File: config.mk
export PLATFORM = sky130hd
export DESIGN_NAME = ti_write_port
export DESIGN_NICKNAME = d
export VERILOG_FILES = /design/src/rtl/ti_pkg.sv /design/src/rtl/ti_byte_decode.sv /design/src/rtl/ti_write_port.sv
export SDC_FILE = /design/constraint.sdc
export NUM_CORES = 1
export LEC_CHECK = 0
export CORE_MARGIN = 5
export CORE_UTILIZATION = 54
export CTS_CLUSTER_SIZE = 16
export DETAILED_ROUTE_END_ITERATION = 12
export PLACE_DENSITY_LB_ADDON = 0.3
export SLEW_MARGIN = 5
export SYNTH_ARGS = -nofsm -noshare
export SYNTH_HDL_FRONTEND = slang
export SYNTH_HIERARCHICAL = 1
export SYNTH_SLANG_ARGS = --single-unit
File: constraint.sdc
create_clock -name CLK -period 5.55 [get_ports CLK]
set_input_delay 1.665 -clock CLK [delete_from_list [all_inputs] [get_ports CLK]]
set_output_delay 1.665 -clock CLK [all_outputs]
set_load 0.005 [all_outputs]
File: src/rtl/ti_pkg.sv
// Shared types and constants for the TI-style sound chip write port.
// Latency: n/a (types and constants only).
// Backpressure: n/a.
package ti_pkg;

    typedef enum logic [1:0] {
        IDLE,
        BUSY,
        WAIT_REL
    } ti_wp_state_t;

    // Latched register selector: channel plus tone/volume type bit.
    typedef struct packed {
        logic [1:0] ch;
        logic       is_vol;
    } ti_regsel_t;

    localparam logic [3:0] ATT_OFF  = 4'hF;
    localparam logic [1:0] NOISE_CH = 2'd3;

endpackage

File: src/rtl/ti_byte_decode.sv
// Decodes one bus byte against the latched selector into register write strobes.
// Latency: combinational, zero cycles.
// Backpressure: none; the caller only acts on the strobes during its commit cycle.
// Ports: d (byte), sel (latched selector) -> new_sel, wr_tone_lo, wr_tone_hi,
//        wr_att, wr_noise, ch (target channel).
module ti_byte_decode
    import ti_pkg::*;
(
    input  logic [7:0]  d,
    input  ti_regsel_t  sel,
    output ti_regsel_t  new_sel,
    output logic        wr_tone_lo,
    output logic        wr_tone_hi,
    output logic        wr_att,
    output logic        wr_noise,
    output logic [1:0]  ch
);

    logic       is_latch;
    ti_regsel_t tgt;
    logic       is_noise;

    always_comb begin
        is_latch = d[7];
        // A latch byte re-targets immediately; a data byte uses the held selector.
        tgt      = is_latch ? ti_regsel_t'({d[6:5], d[4]}) : sel;
        is_noise = (tgt.ch == NOISE_CH);

        new_sel    = tgt;
        ch         = tgt.ch;
        wr_att     = tgt.is_vol;
        wr_noise   = !tgt.is_vol && is_noise;
        wr_tone_lo = is_latch  && !tgt.is_vol && !is_noise;
        wr_tone_hi = !is_latch && !tgt.is_vol && !is_noise;
    end

endmodule

File: src/rtl/ti_write_port.sv
// Responder for the nCE/nWE/D/READY byte-write bus; owns the tone/atten/noise register file.
// Latency: registers update one cycle after the accepting edge; READY low BUSY_CYCLES cycles.
// Backpressure: READY=0 while busy and until the strobe is released; strobes then are ignored.
// Ports: CLK, RST (sync, active-high), nCE, nWE, D[7:0] in; READY, tone0..2[9:0],
//        atten0..3[3:0], noise_ctrl[2:0], noise_rst out (all registered).
module ti_write_port
    import ti_pkg::*;
#(
    parameter int BUSY_CYCLES = 32
) (
    input  logic       CLK,
    input  logic       RST,
    input  logic       nCE,
    input  logic       nWE,
    input  logic [7:0] D,
    output logic       READY,
    output logic [9:0] tone0,
    output logic [9:0] tone1,
    output logic [9:0] tone2,
    output logic [3:0] atten0,
    output logic [3:0] atten1,
    output logic [3:0] atten2,
    output logic [3:0] atten3,
    output logic [2:0] noise_ctrl,
    output logic       noise_rst
);

    localparam int CNT_W = $clog2(BUSY_CYCLES + 1);

    ti_wp_state_t     state;
    logic [CNT_W-1:0] cnt;
    logic [7:0]       d_q;
    logic             commit_pend;
    ti_regsel_t       sel_q;
    logic             ready_q;
    logic [9:0]       tone_q [3];
    logic [3:0]       att_q  [4];
    logic [2:0]       noise_q;
    logic             noise_rst_q;

    ti_regsel_t new_sel;
    logic       wr_tone_lo;
    logic       wr_tone_hi;
    logic       wr_att;
    logic       wr_noise;
    logic [1:0] wr_ch;
    logic       strobe;

    assign strobe = !nCE && !nWE;

    // Decode works on the captured byte, so no bus input reaches an output combinationally.
    ti_byte_decode u_decode (
        .d          (d_q),
        .sel        (sel_q),
        .new_sel    (new_sel),
        .wr_tone_lo (wr_tone_lo),
        .wr_tone_hi (wr_tone_hi),
        .wr_att     (wr_att),
        .wr_noise   (wr_noise),
        .ch         (wr_ch)
    );

    always_ff @(posedge CLK) begin
        if (RST) begin
            state       <= IDLE;
            cnt         <= '0;
            d_q         <= '0;
            commit_pend <= 1'b0;
            sel_q       <= '0;
            ready_q     <= 1'b1;
            noise_q     <= '0;
            noise_rst_q <= 1'b0;
            for (int i = 0; i < 3; i++) tone_q[i] <= '0;
            for (int i = 0; i < 4; i++) att_q[i]  <= ATT_OFF;
        end else begin
            noise_rst_q <= 1'b0;
            case (state)
                IDLE: begin
                    if (strobe) begin
                        d_q         <= D;
                        ready_q     <= 1'b0;
                        cnt         <= CNT_W'(BUSY_CYCLES - 1);
                        commit_pend <= 1'b1;
                        state       <= BUSY;
                    end
                end
                BUSY: begin
                    if (commit_pend) begin
                        commit_pend <= 1'b0;
                        sel_q       <= new_sel;
                        for (int i = 0; i < 3; i++) begin
                            if (wr_ch == 2'(i)) begin
                                if (wr_tone_lo) tone_q[i][3:0] <= d_q[3:0];
                                if (wr_tone_hi) tone_q[i][9:4] <= d_q[5:0];
                            end
                        end
                        if (wr_att) att_q[wr_ch] <= d_q[3:0];
                        if (wr_noise) begin
                            noise_q     <= d_q[2:0];
                            noise_rst_q <= 1'b1;
                        end
                    end
                    cnt <= cnt - 1'b1;
                    // Leave on the edge the counter reaches zero, so READY is low
                    // exactly BUSY_CYCLES cycles when the strobe is already released.
                    if (cnt == CNT_W'(1)) state <= WAIT_REL;
                end
                WAIT_REL: begin
                    // A strobe still held low must not be seen as a second write.
                    if (!strobe) begin
                        ready_q <= 1'b1;
                        state   <= IDLE;
                    end
                end
                default: state <= IDLE;
            endcase
        end
    end

    assign READY      = ready_q;
    assign tone0      = tone_q[0];
    assign tone1      = tone_q[1];
    assign tone2      = tone_q[2];
    assign atten0     = att_q[0];
    assign atten1     = att_q[1];
    assign atten2     = att_q[2];
    assign atten3     = att_q[3];
    assign noise_ctrl = noise_q;
    assign noise_rst  = noise_rst_q;

endmodule

==> summary.txt, run 1 <==
Placement
  • IO Port Bufs: 62
  • Post-DP HPWL: slightly above 4000 um
  • Pre-CTS setup slack: 1.606 ns
  • GP Congestion: 0.7561

Drt
  • Routed Wire Length: slightly below 6000 um
  • Antenna Nets Post-Route: 0
  • Drt initial violations: 134
  • Routed vias/inst: ~5.3
  • DR vias: 1922
  • Drt wl/cell: 16.11 um
  • DRC viols: 0
  • Router iterations before antenna repair: 4

Worst setup path
  • Crit path max-delay cell type: a21boi_0
  • WP data required: 5.61 ns
  • Crit path cell chain: clkdlybuf4s50_1 -> buf_4 -> and4bb_1 -> nand3_1 -> a21boi_0
  • Setup crit start: RST
  • Crit Path Max Fanout: 28
  • Worst path top cell family by delay: simple AND/OR/NAND/NOR gates
  • Reg2reg path depth: 3
  • CP peak stage delay: about 0.58 ns
  • CP Capture Type: flop
  • Critical Path Start Type: input port
  • Setup CP Type: in2reg
  • RR Startpoint: state[0]
  • Crit path buffers/inverters: 2
  • CP arrival: roughly 3.7 ns
  • Cell depth of the worst setup path: 5

Clocking
  • Htree depth: 3
  • TritonCTS buffer count: 9
  • Clock latency on the worst-skew pair: 0.34 ns
  • TritonCTS clock tree: built
  • Postcts setup bufs: 0
  • Clock sinks: between 70 and 80
  • Post-cts sizing count: 0
  • Root Driver: clkbuf_8
  • Clock Tree Buf Depth: 2
  • CTS Hold Bufs: 0
  • Clk pin slew, worst setup/hold paths: 0.07 ns

Die
  • DIE WIDTH: 82.72 um
  • Total core area: 5107 um^2
  • Die ar.: 6842 um^2
  • Die Ht: just over 80 um
  • Rows: 26
  • Top Ports: 63
  • Starting Density: 55.90%

Logic synthesis
  • Fraction of registers with async set/reset: 0%
  • Synth Register Bits: between 70 and 80
  • Synth Area in Adders: 0.8764%
  • Synth cell types: 46
  • Mux cell area share after synthesis: roughly 3.3%
  • Fraction of synthesized cell area in xor and xnor cells: 0%
  • Top cells by area, synth: edfxtp_1 (48%), dfxtp_1 (18%), nand2_1 (3.4%)
  • Synth Area per Inst: 12.75 um^2
  • Mapped Area: 2855 um^2
  • Largest family of logic cells by synthesized area: simple AND/OR/NAND/NOR gates
  • Share of the synthesized area in the top cell type: 48.38%
  • Post-synth top flop: edfxtp_1
  • Cells after synthesis: 224
  • Post-Synth Simple-Gate Area: 16.17%
  • Syn. warnings: 6
  • Cell taking the most area after synthesis: edfxtp_1
  • Net Count, Synth: 238
  • Number of enable flip-flop cells after synthesis: 46
  • Register area share after synthesis: about 66%
  • Compound-Gate Fraction of Synth Area: between 10% and 20%

Timing
  • Final Max Tran Viols: 0
  • Final Hold Fails: 0
  • Final Setup Violations: 0
  • RSZ-0062 raised after global routing: no
  • Total negative setup slack: 0 ns
  • Min Tclk post-route: 3.593 ns
  • FMAX: 278.3 MHz
  • Crit share post-route: 64.74%
  • Clock Skew: 0.006861 ns
  • Worst-Margin Slew: 0.6972 ns
  • Slew HR: 53.17%
  • Fin worst setup slack: 1.957 ns

Global routing
  • First-pass GRT wire length: 9066 um
  • M2 GR Usage: between 30% and 40%
  • Vias in the first global route: 1884
  • GRT Util Overall: a little under a fifth
  • Met1 GRT Util: about a fifth
  • M3 GR Usage: between 6 and 7%
  • Most Crowded Layer GR: met2
  • Total gr overflow: 0
  • Largest net degree at the start of global routing: 29
  • Initial antenna violation count: 0

Power and ir drop
  • Leak: 0.001297 uW
  • Power Density: roughly 300 nW/um^2
  • VDD IR max: roughly 0.00027 V

Layout
  • Area Overhead vs Synth: 30.06%
  • Commonest non-fill, non-tap cells in the layout: clkdlybuf4s50_1 (62), edfxtp_1 (46), nand2_1 (26)
  • Share of cells above drive strength 1: 11.34%
  • Antenna Cells: 0
  • Commonest non-fill, non-tap cell in the layout: clkdlybuf4s50_1
  • Fillers: 375
  • Total Nets Final: 300

Min path
  • Hold path start: d_q[6]
  • WHS Path Cells: 2
  • Hold Path Class: reg2reg

Outcome
  • Status: completed

Flow run
  • Max Cap Violations: 0
-- worst reg2reg max path, cell delays in order, from the launching register on --
cell,delay [ns]
dfxtp_1,0.55
and4bb_1,0.50
nand3_1,0.23
a21boi_0,0.59
-- flip-flops by register name (all words and copies together) (netlist names), 2 cells and up --
| name | flops |
|---|---|
| state | 2 |
| sel_q | 3 |
| tone_q | 30 |
| att_q | 16 |
| cnt | 6 |
| d_q | 8 |
| noise_ctrl | 3 |
-- worst paths after layout --
path	end	slack, ns
worst max-delay path	tone_q[0][0]	1.96
worst min-delay path	d_q[6]	0.50
worst min register to register	d_q[6]	0.50
worst max register to register	tone_q[0][0]	3.41
-- through the flow --
step | utilization (%) | power [uW] | hold slack (ns) | instances | instance area, um^2
4_1_cts | 72.71 | 1134 | 0.5036 | 361 | 3714
2_1_floorplan | - | 652.8 | 0.4583 | 224 | 2855
6_report | 72.71 | 1128 | 0.5031 | 361 | 3714
3_5_place_dp | 68.37 | 691.3 | 0.4918 | 345 | 3492
3_3_place_gp | 68.37 | 687.7 | 0.4897 | 345 | 3492
5_1_grt | 72.71 | 1169 | 0.5306 | 361 | 3714
-- area by class of cell --
cell class,instances,area [um^2],share of cell area [%]
sequential,71,1882,50.67
multi-input combinational,135,872.1,23.48
timing repair buffer,63,628.1,16.91
clock buffer,10,137.6,3.706
tap,70,87.58,2.358
clock inverter,6,83.83,2.257
inverter,6,22.52,0.6065
-- metal layers --
layer	vias to the layer above	part of all wire, %	routed length, um
li1	937	-	-
met1	912	40	2328
met2	62	52	3003
met3	11	6.3	364
met4	0	2.1	120
met5	-	0	0
-- cells by family after synthesis --
group | after synthesis
and+or+nand+nor | 85
DFF | 71
AOI/OAI and AO/OA | 39
buffers and inverters | 18
muxes | 9
adders and majority gates | 2
-- power by group --
group / switching [uW] / internal, uW
clock: 185 / 264
sequential: 17.0 / 579
combinational: 42.5 / 41.3
total: 245 / 883
-- synthesized netlist by cell type, types with 3 or more instances --
cell type	number
a211oi_1	3
a21boi_0	6
a21oi_1	12
a41o_1	3
and2_1	6
buf_2	3
buf_4	4
dfxtp_1	25
edfxtp_1	46
inv_1	5
mux2_2	3
mux2i_1	6
nand2_1	26
nand3_1	4
nor2_1	15
nor3_1	3
or2_1	10
or2_2	7
(Power assumes the default switching activity.)
==> run 2: changes to the inputs <==
- CORE_UTILIZATION: 54 -> 45
- clock period: 5.55 -> 2.9 ns (I/O delays scaled with it)
==> run 2 against run 1 <==
Combinational power grew 95%. Wire length shrank 4.3%. Via count increased by 0.62%. Die area increased by 17%. Sequential cell count stayed put. First-iteration DRC count down 30%. Setup slack lost 1.5 ns. Utilization fell by 13 points. Power increased by 80%. Critical endpoint is now att_q[3][3].
==> summary.txt, run 2 (synthesis results as in run 1) <==
Clocking
  • TritonCTS buffer count: 9 (unchanged)
  • Clock latency on the worst-skew pair: 0.33 ns (about the same)
  • CTS Hold Bufs: 0 (unchanged)
  • Root Driver: clkbuf_8
  • TritonCTS clock tree: built
  • Htree depth: 3 (unchanged)
  • Clock Tree Buf Depth: 2 (unchanged)
  • Clock sinks: 71 (unchanged)
  • Post-cts sizing count: 0 (unchanged)
  • Clk pin slew, worst setup/hold paths: 0.07 ns (about the same)
  • Postcts setup bufs: 0 (unchanged)

Placement
  • GP Congestion: 0.7651 (+1.2%)
  • Post-DP HPWL: 4085 um (about the same)
  • IO Port Bufs: 62 (unchanged)

Timing
  • Worst-Margin Slew: 0.6140 ns (-0.08320 ns)
  • Final Hold Fails: 0 (unchanged)
  • Total negative setup slack: 0 ns (unchanged)
  • Crit share post-route: between 80% and 90%
  • Min Tclk post-route: approximately 2.4 ns
  • FMAX: ~420 MHz
  • Final Max Tran Viols: 0 (unchanged)
  • RSZ-0062 raised after global routing: no
  • Clock Skew: 0.003498 ns (-0.003363 ns)
  • Slew HR: 58.98% (+5.8 points)
  • Final Setup Violations: 0 (unchanged)

Worst setup path
  • FF-to-FF End: tone_q[2][6]
  • Crit Path Max Fanout: 27 (-3.6%)
  • Setup CP Type: in2reg
  • Critical Path Start Type: input port
  • CP Capture Type: flop
  • Reg2reg path depth: 3 (unchanged)
  • Setup crit start: RST
  • RR Startpoint: state[0]
  • CP arrival: 2.37 ns (-1.28 ns)
  • Flop-to-flop setup slack: 0.97 ns (-2.44 ns)
  • Setup crit end: att_q[3][3]
  • WP data required: 2.87 ns (-2.74 ns)

Global routing
  • Vias in the first global route: 1804 (-4.2%)
  • Total gr overflow: 0 (unchanged)
  • GRT Util Overall: 14.75% (-3.9 points)
  • Largest net degree at the start of global routing: 28 (-3.4%)
  • Initial antenna violation count: 0 (unchanged)
  • First-pass GRT wire length: 8866 um (-2.2%)

Layout
  • Largest reg by FF count: tone_q
  • Largest regs: tone_q x30, att_q x16, d_q x8
  • Antenna Cells: 0 (unchanged)
  • Max reg flops: 30 (unchanged)
  • Commonest non-fill, non-tap cells in the layout: clkdlybuf4s50_1 (62), edfxtp_1 (46), nand2_1 (26)
  • Area Overhead vs Synth: 31.07%
  • Total Nets Final: 308 (+2.7%)
  • Commonest non-fill, non-tap cell in the layout: clkdlybuf4s50_1
  • Share of cells above drive strength 1: 12.37% (+1.0 points)

Drt
  • DRC viols: 0 (unchanged)
  • Antenna Nets Post-Route: 0 (unchanged)
  • DR vias: 1934 (+0.62%)
  • Drt wl/cell: 14.80 um (-8.1%)
  • Routed Wire Length: 5565 um (-4.3%)
  • Router iterations before antenna repair: 4 (unchanged)
  • Drt initial violations: 94 (-30%)
  • Routed vias/inst: 5.144 (-3.4%)

Flow run
  • Max Cap Violations: 0 (unchanged)

Min path
  • Hold path start: d_q[6]
  • Hold Path Class: reg2reg

Power and ir drop
  • VDD IR max: 0.0002481 V (-6.6%)
  • Power Density: 541.2 nW/um^2 (+78%)
  • Leak: 0.001310 uW (+1.1%)
  • Total power: 2025 uW (+80%)

Die
  • Die Ht: 89.66 um (+8.4%)
  • Die ar.: 8038 um^2 (+17%)
  • DIE WIDTH: 89.66 um (+8.4%)
  • Rows: 29 (+12%)
  • Total core area: 6277 um^2 (+23%)
  • Top Ports: 63 (unchanged)
  • Starting Density: 45.49% (-10 points)

Outcome
  • Status: completed
-- run 2: worst min-delay path by stage --
stage | end | slack [ns] | cells after the start
floorplan | d_q[4] | 0.46 | 2
global placement | d_q[6] | 0.47 | 2
detailed placement | d_q[6] | 0.49 | 2
CTS | d_q[6] | 0.51 | 2
global route | d_q[6] | 0.54 | 2
finish | d_q[6] | 0.51 | 2
-- run 2: power breakdown --
| part | switching (uW) | internal, uW |
|---|---|---|
| sequential | 32.1 | 1110 |
| clock | 328 | 394 |
| combinational | 80.5 | 83.0 |
-- run 2: worst max-delay path, stage by stage --
cell and delay (ns):
clkdlybuf4s50_1 0.48, buf_4 0.29, clkinv_1 0.37, o21ai_0 0.34
-- run 2: stage by stage --
| stage | std cells | util (%) | setup WS (ns) | hold WS [ns] | cell area, um^2 |
|---|---|---|---|---|---|
| 2_1_floorplan | 224 | - | 0.5948 | 0.4583 | 2855 |
| 3_3_place_gp | 360 | 56.73 | 0.2255 | 0.4748 | 3561 |
| 3_5_place_dp | 360 | 56.73 | 0.1817 | 0.4938 | 3561 |
| 4_1_cts | 376 | 59.62 | 0.5147 | 0.5055 | 3742 |
| 5_1_grt | 376 | 59.62 | 0.4155 | 0.5400 | 3742 |
| 6_report | 376 | 59.62 | 0.4997 | 0.5088 | 3742 |
-- run 2: routing by layer --
metal  part of all wire, %  vias to the layer above  track usage, %
met5                     0                        -               0
met4                   1.3                        0           5.548
met3                   8.8                        8           4.653
met2                    48                       61           24.27
met1                    42                      908           18.18
li1                      -                      957               -
-- run 2: layout make-up --
type                       count  area, um^2
timing repair buffer          71       688.2
clock buffer                  12       135.1
inverter                       6       22.52
multi-input combinational    135       872.1
tap                           77       96.34
sequential                    71        1882
clock inverter                 4       46.29
fill                         519        2535
==> RTL change 1: new RTL, config.mk and constraints of run 1 <==
Set the parameter `BUSY_CYCLES` to 64 (it was 32).
--- a/src/rtl/ti_write_port.sv
+++ b/src/rtl/ti_write_port.sv
@@ -8,3 +8,3 @@
 #(
-    parameter int BUSY_CYCLES = 32
+    parameter int BUSY_CYCLES = 64
 ) (
Function: same outputs for any inputs over 10 cycles, from zero or initial values and one cycle with RST high; that may be too few to reach the edited logic, so the function may still have changed.
==> RTL change 1 against run 1 <==
Synthesized area grew 1.3%; total power grew 5.5%; combinational power shrank 0.7%; utilization grew 0.71 points; setup slack lost 0.084 ns; sequential cell count grew 1; wire length grew 8.1%; largest power group unchanged; design area grew 1.6%; sequential share of layout area shrank 0.28 points; global-route usage grew 0.53 points.
==> RTL change 1: results (changes against run 1) <==
| Metric | Value |
|---|---|
| Hold crit path type | reg2reg (unchanged) |
| DP Worst Slack | 1.82 ns (was 1.61 ns) |
| Adder-cell share of the synthesized area | 0.00865 (was 0.00876) |
| EDFF count, synth | 46 (unchanged) |
| First-pass GRT wire length | 10400 microns (was 9070 microns) |
| Distinct cells, synth | 45 (was 46) |
| Post-CTS setup buffer count | 0 (unchanged) |
| Post-synth top cells | edfxtp_1, nand2_1, dfxtp_1 (unchanged) |
| Synth top area cells | edfxtp_1, dfxtp_1, nand2_1, a21oi_1, and2_1 (was edfxtp_1, dfxtp_1, nand2_1, or2_1, a21oi_1) |
| CP max FO | 29 (was 28) |
| Fraction of registers with async set/reset | 0 (unchanged) |
| Routability cong. | 0.781 (was 0.756) |
| Largest net degree at the start of global routing | 30 (was 29) |
| Clk pin slew, worst setup/hold paths | 0.09 ns (was 0.07 ns) |
| XOR/XNOR Fraction of Synth Area | 0.00303 (was 0) |
| Status | finished, final reports clean (unchanged) |
| Yosys warns | 6 (unchanged) |
| Initial antenna violation count | 0 (unchanged) |
| Max_slew headroom | 0.146 (was 0.532) |
| Final HPWL DP | 4190 microns (was 4090 microns) |
| Seq/Total Area, Yosys | 0.657 (was 0.659) |
| Multiplexer share of the synthesized area | 0.0221 (was 0.0329) |
| CTS Buf Count | 9 (unchanged) |
| Top Registers | tone_q (30), att_q (16), d_q (8) (unchanged) |
| Final Slew Violations | 0 (unchanged) |
| Clock Path Buffers | 2 (unchanged) |
| Layout Nets | 307 (was 300) |
| Fillers | 388 (was 375) |
| Input/output buffers | 62 (unchanged) |
| Syn_nets | 249 (was 238) |
| Int Power | 938 uW (was 883 uW) |
| Skew-Pair Late Insertion Delay | 0.35 ns |
| CTS Hold Buffers Added | 0 (unchanged) |
| Total track usage | 0.192 (was 0.186) |
| Resize count post-CTS | 0 (unchanged) |
| Via Count | 2034 (was 1922) |
| # diodes | 0 (unchanged) |
| Final Skew | 0.0180 ns (was 0.00686 ns) |
| Synth Area in Compound Gates | 0.0952 (was 0.102) |
| Worst Path Arrival | 3.66 ns (was 3.65 ns) |
| VDD IR max | 0.295 mV (was 0.266 mV) |
| DR iter-0 viols | 212 (was 134) |
| Cell Area, Placed | 3530 sq um (was 3490 sq um) |
| P_leak | 0.00126 uW (was 0.00130 uW) |
| Drt first pass iters | 4 (unchanged) |
| Htree depth | 3 (unchanged) |
| Most used DFF post-synth | edfxtp_1 (unchanged) |
| Layout cells sized above 1 | 0.0839 (was 0.113) |
| Root Driver | clkbuf_8 (unchanged) |
| Final WL | 6290 microns (was 5820 microns) |
## RTL change 1: final timing paths
kind | start | to | slack (ns) | cells after the start
worst max-delay path | RST | att_q[0][3]$_SDFFCE_PN1P_ | 1.87 | 5
worst min-delay path | noise_ctrl[2]$_SDFFE_PP0P_ | noise_ctrl[2]$_SDFFE_PP0P_ | 0.47 | 2
worst max register to register | d_q[7]$_SDFFE_PP0P_ | tone_q[1][9]$_DFFE_PP_ | 2.90 | 4
worst min register to register | noise_ctrl[2]$_SDFFE_PP0P_ | noise_ctrl[2]$_SDFFE_PP0P_ | 0.47 | 2
## RTL change 1: final cells by class
cell class,instances,area [sq um],share of cell area
flip-flops and latches,72,1900,0.504
multi-input cells,141,888,0.235
repair buffers,63,628,0.166
clock buffers,11,141,0.0375
clock inverters,5,104,0.0275
well taps,70,87.6,0.0232
inverters,6,22.5,0.00597
## RTL change 1: cell families (layout without fill, tap and decap cells)
logic type | after synthesis | count (layout)
AND/OR/NAND/NOR | 92 | 92
flip-flops | 72 | 72
AO/OA/AOI/OAI | 40 | 40
buffers and inverters | 22 | 85
multiplexers | 6 | 6
adder cells (fa/ha/maj) | 2 | 2
XOR/XNOR | 1 | 1
## RTL change 1: metrics by stage
step	total power [uW]	utilization	std cells
after global placement	695	0.686	352
after CTS	1200	0.734	368
after global routing	1240	0.734	368
after floorplan	659	-	235
final	1190	0.734	368
after detailed placement	698	0.686	352
## RTL change 1: critical path, cell delays in order
cell,delay [ns]
clkdlybuf4s50_1,0.40
buf_4,0.22
and4bb_1,0.32
nand2_1,0.19
o31ai_1,0.84
## RTL change 1: power groups by stage
stage / clock network (uW) / registers [uW] / logic (uW)
final: 504 / 603 / 83.2
after global routing: 536 / 607 / 92.3
after CTS: 509 / 603 / 83.7
after detailed placement: 0 / 615 / 83.0
after global placement: 0 / 614 / 80.6
after floorplan: 0 / 610 / 48.7
## RTL change 1: per-layer routing
layer  up-vias  track usage  share of wire
met3         9       0.0564          0.071
met1       971        0.250           0.43
met4         0       0.0669          0.014
met2        77        0.305           0.49
met5         -            0              0
li1        977            -              -
==> RTL change 2: new RTL, flow settings as in run 1 <==
Without the edit above. The 3 states of `ti_wp_state_t` get a one-hot encoding in 3 bits.
--- a/src/rtl/ti_pkg.sv
+++ b/src/rtl/ti_pkg.sv
@@ -5,6 +5,6 @@
 
-    typedef enum logic [1:0] {
-        IDLE,
-        BUSY,
-        WAIT_REL
+    typedef enum logic [2:0] {
+        IDLE     = 3'b001,
+        BUSY     = 3'b010,
+        WAIT_REL = 3'b100
     } ti_wp_state_t;
Check against the original RTL: same outputs for any inputs over 10 cycles, from zero or initial values and one cycle with RST high; not proved beyond that.
==> RTL change 2 against run 1 <==
Wire length grew 1.3%; total power decreased by 0.33%; non-clock buffer count stayed put; sequential cell count up 1; sequential share of layout area is 0.44 points lower; die area rose by 2.4%; fmax increased by 5.2%; setup slack improved by 0.18 ns; design area grew 2.0%; register-to-register slack improved by 0.07 ns; sequential power about the same; synthesized area up 2.8%; critical path depth shrank 1; critical endpoint is now tone_q[0][4]$_DFFE_PP_.
==> RTL change 2: results (changes against run 1) <==
| Metric | Value |
|---|---|
| Status | finished, final reports clean (unchanged) |
| Worst R2R End | tone_q[2][9]$_DFFE_PP_ (was tone_q[0][0]$_DFFE_PP_) |
| Skew-Pair Late Insertion Delay | 0.35 ns |
| CP max FO | 23 (was 28) |
| Final Skew | 0.00614 ns (was 0.00686 ns) |
| Yosys warns | 6 (unchanged) |
| Worst reg2reg setup slack | 3.48 ns (was 3.41 ns) |
| Layout Nets | 313 (was 300) |
| Vias in the first global route | 1885 (was 1884) |
| Min Hold Slack | 0.473 ns (was 0.503 ns) |
| Synth top area cells | edfxtp_1, dfxtp_1, a21oi_1, nand2_1, and2_1 (was edfxtp_1, dfxtp_1, nand2_1, or2_1, a21oi_1) |
| Final Non-Filler Cells | 374 (was 361) |
| Max_slew headroom | 0.468 (was 0.532) |
| CTS Buf Count | 9 (unchanged) |
| Drt first pass iters | 4 (unchanged) |
| Gate power share | 0.066 (was 0.074) |
| VDD IR max | 0.209 mV (was 0.266 mV) |
| Fraction of registers with async set/reset | 0 (unchanged) |
| Cell Area, Placed | 3570 sq um (was 3490 sq um) |
| Input/output buffers | 62 (unchanged) |
| R2r worst-path depth | 4 (was 3) |
| Tmin final | 3.41 ns (was 3.59 ns) |
| Worst Hold Launch | noise_ctrl[1]$_SDFFE_PP0P_ (was d_q[6]$_SDFFE_PP0P_) |
| Resize count post-CTS | 0 (unchanged) |
| Worst Path Arrival | 3.54 ns (was 3.65 ns) |
| Syn_nets | 253 (was 238) |
| Int Power | 876 uW (was 883 uW) |
| Post-synth top cells | edfxtp_1, dfxtp_1, nand2_1 (was edfxtp_1, nand2_1, dfxtp_1) |
| Largest net degree at the start of global routing | 24 (was 29) |
| Post-Synthesis Cells | 239 (was 224) |
| Total track usage | 0.174 (was 0.186) |
| Seq/Total Area, Yosys | 0.648 (was 0.659) |
| Layout cells sized above 1 | 0.112 (was 0.113) |
| WL/cell | 15.7 microns (was 16.1 microns) |
| # diodes | 0 (unchanged) |
| Routability cong. | 0.860 (was 0.756) |
| P_leak | 0.00127 uW (was 0.00130 uW) |
| Cells after DPL | 358 (was 345) |
| Fillers | 384 (was 375) |
| Final HPWL DP | 4140 microns (was 4090 microns) |
| DP Worst Slack | 1.81 ns (was 1.61 ns) |
| Hold path endpoint | noise_ctrl[1]$_SDFFE_PP0P_ (was d_q[6]$_SDFFE_PP0P_) |
| First-pass GRT wire length | 9580 microns (was 9070 microns) |
| Worst r2r src | d_q[7]$_SDFFE_PP0P_ (was state[0]$_SDFFE_PP0P_) |
| DR vias/cell | 5.49 (was 5.32) |
| Hold crit path type | reg2reg (unchanged) |
| DR iter-0 viols | 140 (was 134) |
| Distinct cells, synth | 40 (was 46) |
| Worst setup path endpoint | tone_q[0][4]$_DFFE_PP_ (was tone_q[0][0]$_DFFE_PP_) |
## RTL change 2: cell types whose count changed in the layout (fill, tap and decap cells not counted), sizes merged, moves of 4 or more
| cell | before | now |
|---|---|---|
| or3 | 0 | 8 |
| o21bai | 0 | 5 |
| a31o | 0 | 4 |
| nor2b | 1 | 8 |
| a21boi | 6 | 0 |
| o21ai | 2 | 6 |
| xor2 | 0 | 5 |
| a21oi | 12 | 17 |
| or2 | 17 | 7 |
| nand2 | 26 | 22 |
## RTL change 2: layout make-up
class	instances	area, sq um	share of cell area
Multi-Input combinational cell	148	930	0.246
Clock buffer	9	124	0.0327
Clock inverter	7	96.3	0.0254
Timing Repair Buffer	63	628	0.166
Inverter	5	18.8	0.00496
Sequential cell	72	1900	0.502
Tap cell	70	87.6	0.0231
## RTL change 2: power by group through the flow
stage	logic (uW)	clock network, uW	registers (uW)
5_1_grt	83.4	477	600
2_1_floorplan	42.7	0	606
4_1_cts	75.4	458	598
3_3_place_gp	73.0	0	610
6_report	74.7	452	598
3_5_place_dp	75.1	0	610
## RTL change 2: metal layers
| metal | track usage | share of wire | up-vias |
|---|---|---|---|
| met2 | 0.268 | 0.46 | 92 |
| met1 | 0.227 | 0.44 | 953 |
| met3 | 0.0405 | 0.073 | 16 |
| met4 | 0.0936 | 0.024 | 0 |
| li1 | - | - | 994 |
| met5 | 0 | 0 | - |
## RTL change 2: critical path, cell delays in order
cell and delay (ns):
clkdlybuf4s50_1 0.82, nand3b_1 0.41, o22a_1 0.30, nor2b_1 0.34
## RTL change 2: cell families after synthesis
logic type | after synthesis | synth area share
simple gates | 91 | 0.177
xor+xnor | 5 | 0.0149
fa+ha+maj | 2 | 0.00853
buf+inv | 19 | 0.0350
mux | 6 | 0.0217
compound gates | 44 | 0.0947
flops | 72 | 0.648
